<file path="src/rtl/pipe4_sync_tx.sv">
// pipe4_sync_tx: FIFO-buffered valid/ready to 4-phase 1-of-4 QDI transmitter with synchronised acks.
module pipe4_sync_tx #(
    parameter int DW     = 32,
    parameter int SCN    = DW / 2,
    parameter int DEPTH  = 4,
    parameter int SYNC   = 2,
    parameter int EOF_EN = 1,
    parameter int TMO    = 1023
) (
    input  logic                       clk,
    input  logic                       rst_n,
    input  logic [DW-1:0]              din,
    input  logic                       din_eof,
    input  logic                       din_vld,
    output logic                       din_rdy,
    output logic [SCN-1:0]             o0,
    output logic [SCN-1:0]             o1,
    output logic [SCN-1:0]             o2,
    output logic [SCN-1:0]             o3,
    output logic                       o4,
    input  logic [SCN-1:0]             oa,
    output logic [$clog2(DEPTH):0]     cnt,
    output logic                       err
);
    localparam int AW = $clog2(DEPTH);
    localparam int CW = AW + 1;
    localparam int TW = $clog2(TMO + 2);

    typedef enum logic [1:0] {S_IDLE, S_DATA, S_NULL} state_t;

    logic [DW:0]     mem_q [DEPTH];
    logic [AW-1:0]   wr_q, wr_d, rd_q, rd_d;
    logic [CW-1:0]   cnt_q, cnt_d;
    logic            rdy_q, rdy_d;
    // Top bit of each stage is a fill marker so cleared stages never look like a real all-low ack.
    logic [SCN:0]    sync_q [SYNC];
    logic [SCN-1:0]  ack_s;
    logic            all_hi, all_lo;
    state_t          st_q, st_d;
    logic [SCN-1:0]  o0_q, o0_d, o1_q, o1_d, o2_q, o2_d, o3_q, o3_d;
    logic [SCN-1:0]  enc0, enc1, enc2, enc3;
    logic            o4_q, o4_d;
    logic [TW-1:0]   tmr_q, tmr_d;
    logic            err_q, err_d;
    logic            push, pop, leave;
    logic [DW:0]     head;

    always_comb begin
        push   = din_vld && rdy_q;
        ack_s  = sync_q[SYNC-1][SCN-1:0];
        all_hi = sync_q[SYNC-1][SCN] && (&ack_s);
        all_lo = sync_q[SYNC-1][SCN] && !(|ack_s);
        pop    = (st_q == S_IDLE) && (cnt_q != '0) && all_lo;
        leave  = (st_q == S_DATA) && all_hi;
        head   = mem_q[rd_q];
        wr_d   = push ? wr_q + 1'b1 : wr_q;
        rd_d   = pop ? rd_q + 1'b1 : rd_q;
        cnt_d  = cnt_q + CW'(push) - CW'(pop);
        rdy_d  = cnt_d != CW'(DEPTH);
        enc0   = '0;
        enc1   = '0;
        enc2   = '0;
        enc3   = '0;
        for (int k = 0; k < SCN; k++) begin
            enc0[k] = head[2*k +: 2] == 2'd0;
            enc1[k] = head[2*k +: 2] == 2'd1;
            enc2[k] = head[2*k +: 2] == 2'd2;
            enc3[k] = head[2*k +: 2] == 2'd3;
        end
        st_d  = pop ? S_DATA : leave ? S_NULL : (st_q == S_NULL && all_lo) ? S_IDLE : st_q;
        o0_d  = pop ? enc0 : leave ? '0 : o0_q;
        o1_d  = pop ? enc1 : leave ? '0 : o1_q;
        o2_d  = pop ? enc2 : leave ? '0 : o2_q;
        o3_d  = pop ? enc3 : leave ? '0 : o3_q;
        o4_d  = pop ? (EOF_EN != 0) && head[DW] : leave ? 1'b0 : o4_q;
        tmr_d = (st_d != st_q) ? '0 :
                (st_q != S_IDLE && tmr_q != TW'(TMO)) ? tmr_q + 1'b1 : tmr_q;
        err_d = err_q || ((TMO != 0) && (tmr_d == TW'(TMO)));
    end

    always_ff @(posedge clk) begin
        if (push) mem_q[wr_q] <= {din_eof, din};
    end

    always_ff @(posedge clk) begin
        if (!rst_n) begin
            wr_q  <= '0;
            rd_q  <= '0;
            cnt_q <= '0;
            rdy_q <= 1'b0;
            for (int i = 0; i < SYNC; i++) sync_q[i] <= '0;
            st_q  <= S_IDLE;
            o0_q  <= '0;
            o1_q  <= '0;
            o2_q  <= '0;
            o3_q  <= '0;
            o4_q  <= 1'b0;
            tmr_q <= '0;
            err_q <= 1'b0;
        end else begin
            wr_q      <= wr_d;
            rd_q      <= rd_d;
            cnt_q     <= cnt_d;
            rdy_q     <= rdy_d;
            sync_q[0] <= {1'b1, oa};
            for (int i = 1; i < SYNC; i++) sync_q[i] <= sync_q[i-1];
            st_q      <= st_d;
            o0_q      <= o0_d;
            o1_q      <= o1_d;
            o2_q      <= o2_d;
            o3_q      <= o3_d;
            o4_q      <= o4_d;
            tmr_q     <= tmr_d;
            err_q     <= err_d;
        end
    end

    assign din_rdy = rdy_q;
    assign o0      = o0_q;
    assign o1      = o1_q;
    assign o2      = o2_q;
    assign o3      = o3_q;
    assign o4      = o4_q;
    assign cnt     = cnt_q;
    assign err     = err_q;
endmodule

</file>
<file path="config.mk">
export PLATFORM = sky130hd
export DESIGN_NAME = pipe4_sync_tx
export DESIGN_NICKNAME = d
export VERILOG_FILES = /design/src/rtl/pipe4_sync_tx.sv
export SDC_FILE = /design/constraint.sdc
export NUM_CORES = 1
export LEC_CHECK = 0
export ABC_AREA = 1
export CORE_MARGIN = 5
export CORE_UTILIZATION = 55
export CTS_BUF_LIST = sky130_fd_sc_hd__clkbuf_4
export DETAILED_ROUTE_END_ITERATION = 10
export MAX_ROUTING_LAYER = met4
export PLACE_DENSITY_LB_ADDON = 0.05
export SYNTH_ARGS = -nofsm -noshare
export SYNTH_HDL_FRONTEND = slang
export SYNTH_SLANG_ARGS = --single-unit
</file>
<file path="constraint.sdc">
create_clock -name clk -period 4.9 [get_ports clk]
set_input_delay 1.47 -clock clk [delete_from_list [all_inputs] [get_ports clk]]
set_output_delay 1.47 -clock clk [all_outputs]
set_load 0.02 [all_outputs]
</file>
Word level (Yosys, flattened, before mapping)
Memories as Yosys holds them, arrays and structs flattened. A register that Yosys moved wholly into a read port is not among the register bits.
Cells that the tools add are included.
- register bits after elaboration: 87
- bits in writable memories: 166
- input bits: 52
- output and inout port bits: 70
- word-level logic and storage cells: 127
- memories kept: 2
- add/subtract/negate cells: 5
- equality and inequality tests: 54
- mux-type cells: 20
- bitwise operators: 2
- reduce and logical (&&, ||, !) cells: 32
- memories (memory ; words ; width ; rd ports ; clocked after memory_dff ; write ports ; RTL line ; RTL):
    mem_q ; 4 ; 33 ; 1 ; 1 ; 1 ; 31 ; logic [DW:0] mem_q [DEPTH];
    sync_q ; 2 ; 17 ; 2 ; 0 ; 2 ; 36 ; logic [SCN:0] sync_q [SYNC];
- operators by type and width (cell ; count):
    two-way mux 16 bit ; 5
    == test 2 bit (second input constant) ; 33
    == test 2 x 1 -> 1 bit (second input constant) ; 17
    zero test 2 bit ; 17
    two-way mux 17 bit ; 2
    two-way mux 11 bit ; 2
    AND reduction 16 bit ; 1
    OR reduction 16 bit ; 1
    adder 11 x 1 -> 11 bit (second input constant) ; 1
    == test 11 x 10 -> 1 bit (second input constant) ; 1
    != test 11 x 10 -> 1 bit (second input constant) ; 1
    two-way mux 2 bit ; 5
    logical AND 1 bit ; 8
    two-way mux 1 bit ; 6
    adder 2 x 1 -> 2 bit (second input constant) ; 2
    nonzero test 2 bit ; 2
    adder 3 x 1 -> 3 bit ; 1
    != test 3 bit (second input constant) ; 1
    nonzero test 3 bit ; 1
    subtractor 3 x 1 -> 3 bit ; 1
    != test 2 bit ; 1
    OR 1 bit ; 2
    zero test 1 bit ; 1
    logical OR 1 bit ; 1

Logic depth before layout (Yosys ltp)
Gate-level depths: netlist of run 1.
- word-level depth: 11
- gate-level depth with buffers: 16
- depth with buffers taken out: 15

Least setup slack after synthesis of run 1
Ideal clock, no wire load.
- path type: input to register
- start point: input port din_vld
- end point: memory mem_q[0][0] (netlist bit) (enable)
- setup time: 0.423 ns
- data arrival time: 3.046 ns
- required time: 4.477 ns
- setup slack: 1.431 ns
- stages on the path: 2
- cell sequence: nand2_1 > nor2_1
- word-level cells in the longest chain between the ends: 3
- RTL lines (element ; RTL line ; RTL):
    start: declaration ; 14 ; input logic din_vld,
    logical AND 1 bit ; 49 ; push = din_vld && rdy_q;
    two-way mux 1 bit ; 82 ; if (push) mem_q[wr_q] <= {din_eof, din};
    two-way mux 1 bit (not written as such) ; 82 ;
    end: declaration ; 31 ;
Every way passes these cells.

Worst setup path in the final report of run 1
- start point: input port din_vld
- end point: register rdy_q, in the netlist din_rdy
- word-level cells in the longest chain between the ends: 4
- RTL lines (element ; RTL line ; RTL):
    logical AND 1 bit ; 49 ;
    adder 3 x 1 -> 3 bit ; 58 ; cnt_d = cnt_q + CW'(push) - CW'(pop);
    subtractor 3 x 1 -> 3 bit ; 58 ;
    != test 3 bit ; 59 ; rdy_d = cnt_d != CW'(DEPTH);
    end signal: assignment ; 104 ; rdy_q <= rdy_d;
    end: declaration ; 34 ; logic rdy_q, rdy_d;
Every way passes these cells.
A chain may end at the register's enable or synchronous reset.

==> metrics.txt, run 1 <==
hold depth 2; layout cells sized above 1 11.8%; Multi-input gate area 2710 um^2; Crit Path Class in -> reg; uppermost layer routed met4; met2 WL 8240 um; DP Wirelength around 12,000 um; R2R setup slack 2050 ps; DR vias/cell roughly 5.1; IO Port Bufs 121; cts repair resizes 0; unique cell type count in the Yosys netlist 33; # IOs 122; pwr dens about 370 nW/um^2; CP Launch Type primary input; placer congestion estimate 0.780; f_max 311 MHz; drt wl/cell around 15 um; DR pass1 iterations 5; syn avg cell area 10.3 um^2; Synth Net Count around 1,000; Post-Syn Instances 946; GR Overflow Total 0; Most Frequent Cell on Critical Path inv_1; GRT Util Overall 20.2%; Peak VDD IR between 0.2 and 0.25 mV; CP cell instances clkdlybuf4s50_1 > nand2_1 > ha_1 > inv_1 > ha_1 > inv_1 > fa_1 > xnor2_1 > xor2_1 > o31ai_1 > inv_1; post-CTS setup buffers 0; DR vias between 6,000 and 7,000; TritonCTS Buffers roughly 70; Final Max Slew Viols 0; register area ~6400 um^2; post-route ant nets 0; max cap viols 0; Initial Util 56.1%; CTS clk-pin slew, worst paths around 60 ps; R2R depth 10; largest net degree at the start of global routing 69; post-route core utilization 68.8%; r2r endpoint tmr_q[9]; Fillers 1,413; final WL 19,900 um; clk_skew 38.2 ps; # DRC 0; Worst setup EP type register; outcome finished, final reports clean; slowest CP cell clkdlybuf4s50_1; synthesis-stage register bit count ~260; die area 20,500 um^2; Tmin final roughly 3200 ps; Final setup viols 0; NumNets Final 1,160; htree depth 3; CTS tree built; Starting DRT DRC Count 510; post-layout instance area roughly 12,000 um^2; vias in the first global route ~6,300; Die Ht 143 um; TritonCTS Sinks between 200 and 300; dpl cell area between 10,000 and 15,000 um^2; FP Rows 48; Clock Tree Buf Depth 3; Area Growth Syn to Fin 22.7%; Antenna diodes 0; CP Data Required Time 5420 ps; WL met3 1660 um; final hold violations 0; warnings from Yosys 0; WL met1 between 9000 and 10,000 um; Skew-Pair Late Insertion Delay 650 ps; RSZ-0062 raised after global routing no; Slew @ Worst Pin slightly above 700 ps; CTS Hold Bufs 0; core footprint 17,400 um^2; Final Cycle Share 65.6%; Setup Total Neg Slack 0 ps; worst hold path type reg -> reg; crit-path max FO 9; chip width roughly 140 um; Slew Limit Headroom around 52%; first-pass GRT wire length between 30,000 and 40,000 um; CP peak stage delay about 450 ps; initial antenna violation count 0; post-synthesis sequential area ratio 66.0%; Leakage Power around 4.7 nW; capture point of the worst path din_rdy; area of the mapped netlist 9740 um^2; CTS root buf clkbuf_4; Setup crit start din_vld; RR Startpoint st_q[0]; Worst EP arrival about 3700 ps
-- power breakdown --
group          switching (mW)  internal [mW]  total (mW)
combinational           0.171         0.0989       0.270
sequential             0.0203           2.31        2.33
clock                   0.806           1.04        1.85
total                   0.997           3.45        4.45
-- registers in the layout, summed over array words and instances, names as in the netlist, named ones only --
register,flops
mem_q,132
sync_q,34
o0,16
o1,16
o2,16
o3,16
tmr_q,11
cnt,3
rd_q,2
st_q,2
wr_q,2
din_rdy,1
err,1
o4,1
-- layer usage --
metal / up-vias / global-route usage (%)
li1: 3533 / -
met1: 3205 / 30.0
met2: 213 / 27.1
met3: 36 / 5.32
met4: 0 / 6.50
met5: - / -
-- logic make-up after synthesis --
family / after synthesis / synth area share [%]
and+or+nand+nor: 383 / 17.2
buffers and inverters: 148 / 6.30
DFF: 255 / 66.0
AOI/OAI and AO/OA: 146 / 8.82
adders and majority gates: 8 / 1.11
xor gates and xnor gates: 6 / 0.540
-- layout make-up --
class,count,area share [%]
Clock buffer,94,5.91
Clock inverter,18,1.30
Inverter,100,3.14
Multi-Input combinational cell,543,22.7
Sequential cell,255,53.8
Tap cell,225,2.36
Timing Repair Buffer,132,10.8
-- cell usage in the layout (no fill, tap or decap), types with 11 or more instances in the layout --
cell / Yosys / routed
nand2_1: 232 / 232
edfxtp_1: 132 / 132
dfxtp_1: 123 / 122
clkdlybuf4s50_1: 0 / 121
a21oi_1: 104 / 104
inv_1: 97 / 95
clkbuf_4: 0 / 94
nand3_1: 77 / 77
nor2_1: 47 / 43
a32oi_1: 32 / 32
clkinv_1: 0 / 14
buf_4: 0 / 11
-- worst min path at each step --
| stage | startpoint | end | slack (ps) |
|---|---|---|---|
| floorplan | sync_q[0][15] | sync_q[0][32] | 390 |
| global placement | sync_q[0][6] | sync_q[0][23] | 400 |
| detailed placement | sync_q[0][16] | sync_q[0][33] | 400 |
| CTS | sync_q[0][6] | sync_q[0][23] | 410 |
| global route | sync_q[0][5] | sync_q[0][22] | 410 |
| finish | sync_q[0][5] | sync_q[0][22] | 410 |
-- cell usage after synthesis, drive strengths merged --
library cell  count  area share (%)
o31ai             1           0.077
fa                1            0.21
clkbuf           19            0.73
buf              29             1.7
nand3b            1            0.12
nand2           236             9.3
nor3b             3            0.33
inv             100             3.9
xor2              4            0.36
dfxtp           123              25
a32oi            32             2.9
nand4             6            0.39
a21oi           104             5.3
o21ai             8            0.45
or2               1           0.090
xnor2             2            0.18
ha                7            0.90
nand3            79             4.3
o22ai             1           0.064
edfxtp          132              41
nor3              5            0.26
nor2             52             2.4
-- worst max-delay path, delay by kind of cell --
family	cells	cell delay (ps)
xor+xnor	2	310
fa+ha+maj	3	860
buf+inv	4	610
simple gates	1	210
compound gates	1	270
-- stage by stage --
step / hold WS (ps) / std cells / setup WS [ps] / total power, mW
after global routing: 414 / 1367 / 1600 / 4.67
after floorplan: 386 / 946 / 1430 / 2.53
after global placement: 395 / 1255 / 1140 / 2.64
after detailed placement: 397 / 1255 / 1020 / 2.65
after CTS: 412 / 1367 / 1660 / 4.51
final: 409 / 1367 / 1690 / 4.45
(Power assumes the default switching activity.)
==> run 2, diff against run 1 <==
==> constraint.sdc (replaced) <==
create_clock -name clk -period 3.2 [get_ports clk]
set_input_delay 0.96 -clock clk [delete_from_list [all_inputs] [get_ports clk]]
set_output_delay 0.96 -clock clk [all_outputs]
set_load 0.02 [all_outputs]
==> metrics.txt, run 2 (synthesis gave the netlist of run 1 again) <==
outcome finished, final reports clean; Final Max Slew Viols 0; # IOs ~120; Final WS setup 517 ps; CP Data Required Time approximately 2200 ps; CTS root buf clkbuf_4; Largest regs mem_q (132), sync_q (34); DR vias/cell approximately 5.1; commonest non-fill, non-tap cell in the layout nand2_1; Die Ht around 140 um; Initial Util between 50% and 60%; clk_skew about 22 ps; delay-heaviest family, CP buffers and inverters; # DRC 0; slowest CP cell clkdlybuf4s50_1; Slew @ Worst Pin between 600 and 700 ps; TritonCTS Sinks 255; Skew-Pair Late Insertion Delay ~670 ps; CP peak stage delay roughly 640 ps; Most flops, register mem_q; Final setup viols 0; crit-path max FO 4; post-route ant nets 0; largest net degree at the start of global routing approximately 70; CP cell instances clkdlybuf4s50_1; Worst EP arrival around 1700 ps; NumNets Final 1,157; Final Cycle Share between 80 and 90%; FP Rows between 40 and 50; Setup Total Neg Slack 0 ps; Peak VDD IR 0.430 mV; final hold violations 0; Largest register FFs between 100 and 150; CTS Hold Bufs 0; layout cells sized above 1 between 10 and 15%; Setup crit start cnt[1]; CP Launch Type register; vias in the first global route roughly 6,300; Tmin final 2680 ps; TritonCTS Buffers between 60 and 70; die area a little over 20,000 um^2; Starting DRT DRC Count 447; Leakage Power between 4 and 5 nW; r2r endpoint din_rdy; core footprint roughly 17,000 um^2; capture point of the worst path cnt[1]; f_max 373 MHz; R2R depth 14; htree depth 2; CTS clk-pin slew, worst paths 60 ps; Antenna diodes 0; IO Port Bufs approximately 120; pwr dens 540 nW/um^2; final WL roughly 20,000 um; initial antenna violation count 0; R2R setup slack approximately 690 ps; Worst setup EP type output pin; cts repair resizes 0; drt wl/cell 14.4 um; Area Growth Syn to Fin 22.2%; DR vias between 6,000 and 7,000; max cap viols 0; GRT Util Overall around 20%; DR pass1 iterations 5; critical path depth 1; Clock Tree Buf Depth 3; most frequent cells in the layout nand2_1, edfxtp_1, dfxtp_1; WP buf/inv 1; DP Wirelength ~13,000 um; placer congestion estimate ~0.75; RR Startpoint sync_q[0][32]; Crit Path Class reg -> out; chip width 143 um; Placement Setup Slack 87.3 ps; post-CTS setup buffers 0; Fillers about 1,400; GR Overflow Total 0; worst hold path type reg -> reg; CTS tree built; Slew Limit Headroom between 50% and 60%; RSZ-0062 raised after global routing no; first-pass GRT wire length between 30,000 and 40,000 um
-- run 2: worst min path at each step --
stage / start / cells after the start / slack, ps / endpoint
6_report: sync_q[0][5] / 2 / 410 / sync_q[0][22]
5_1_grt: sync_q[0][8] / 2 / 420 / sync_q[0][25]
4_1_cts: sync_q[0][14] / 2 / 410 / sync_q[0][31]
3_5_place_dp: sync_q[0][5] / 2 / 400 / sync_q[0][22]
3_3_place_gp: sync_q[0][2] / 2 / 400 / sync_q[0][19]
2_1_floorplan: sync_q[0][15] / 2 / 390 / sync_q[0][32]
-- run 2: cell type report --
type | count | area (um^2) | share of cell area [%]
inverter | 100 | 375 | 3.15
sequential | 255 | 6430 | 54.0
clock buffer | 85 | 638 | 5.36
clock inverter | 11 | 72.6 | 0.610
timing repair buffer | 136 | 1400 | 11.8
tap | 225 | 282 | 2.37
multi-input combinational | 543 | 2710 | 22.7
-- run 2: power by group --
group          leakage, nW  internal, mW  switching (mW)
logic                 2.02         0.161           0.263
registers             2.20          3.54          0.0304
clock network        0.422          1.28            1.15
-- run 2: layer usage --
metal | up-vias | wire length, um | part of all wire, % | track usage, %
met5 | - | 0 | 0 | -
met4 | 0 | 289 | 1.5 | 6.80
met3 | 24 | 1470 | 7.5 | 4.35
met2 | 207 | 8320 | 43 | 28.3
met1 | 3104 | 9500 | 49 | 28.9
li1 | 3524 | - | - | -
-- run 2: per-stage QoR --
step	hold WS (ps)	cells	power, mW	cell area [um^2]	utilization, %
final	410	1355	6.42	11900	68.6
after global routing	424	1355	6.76	11900	68.6
after CTS	410	1355	6.52	11900	68.6
after detailed placement	397	1259	4.07	11200	64.5
after global placement	396	1259	4.06	11200	64.5
after floorplan	386	946	3.87	9740	-
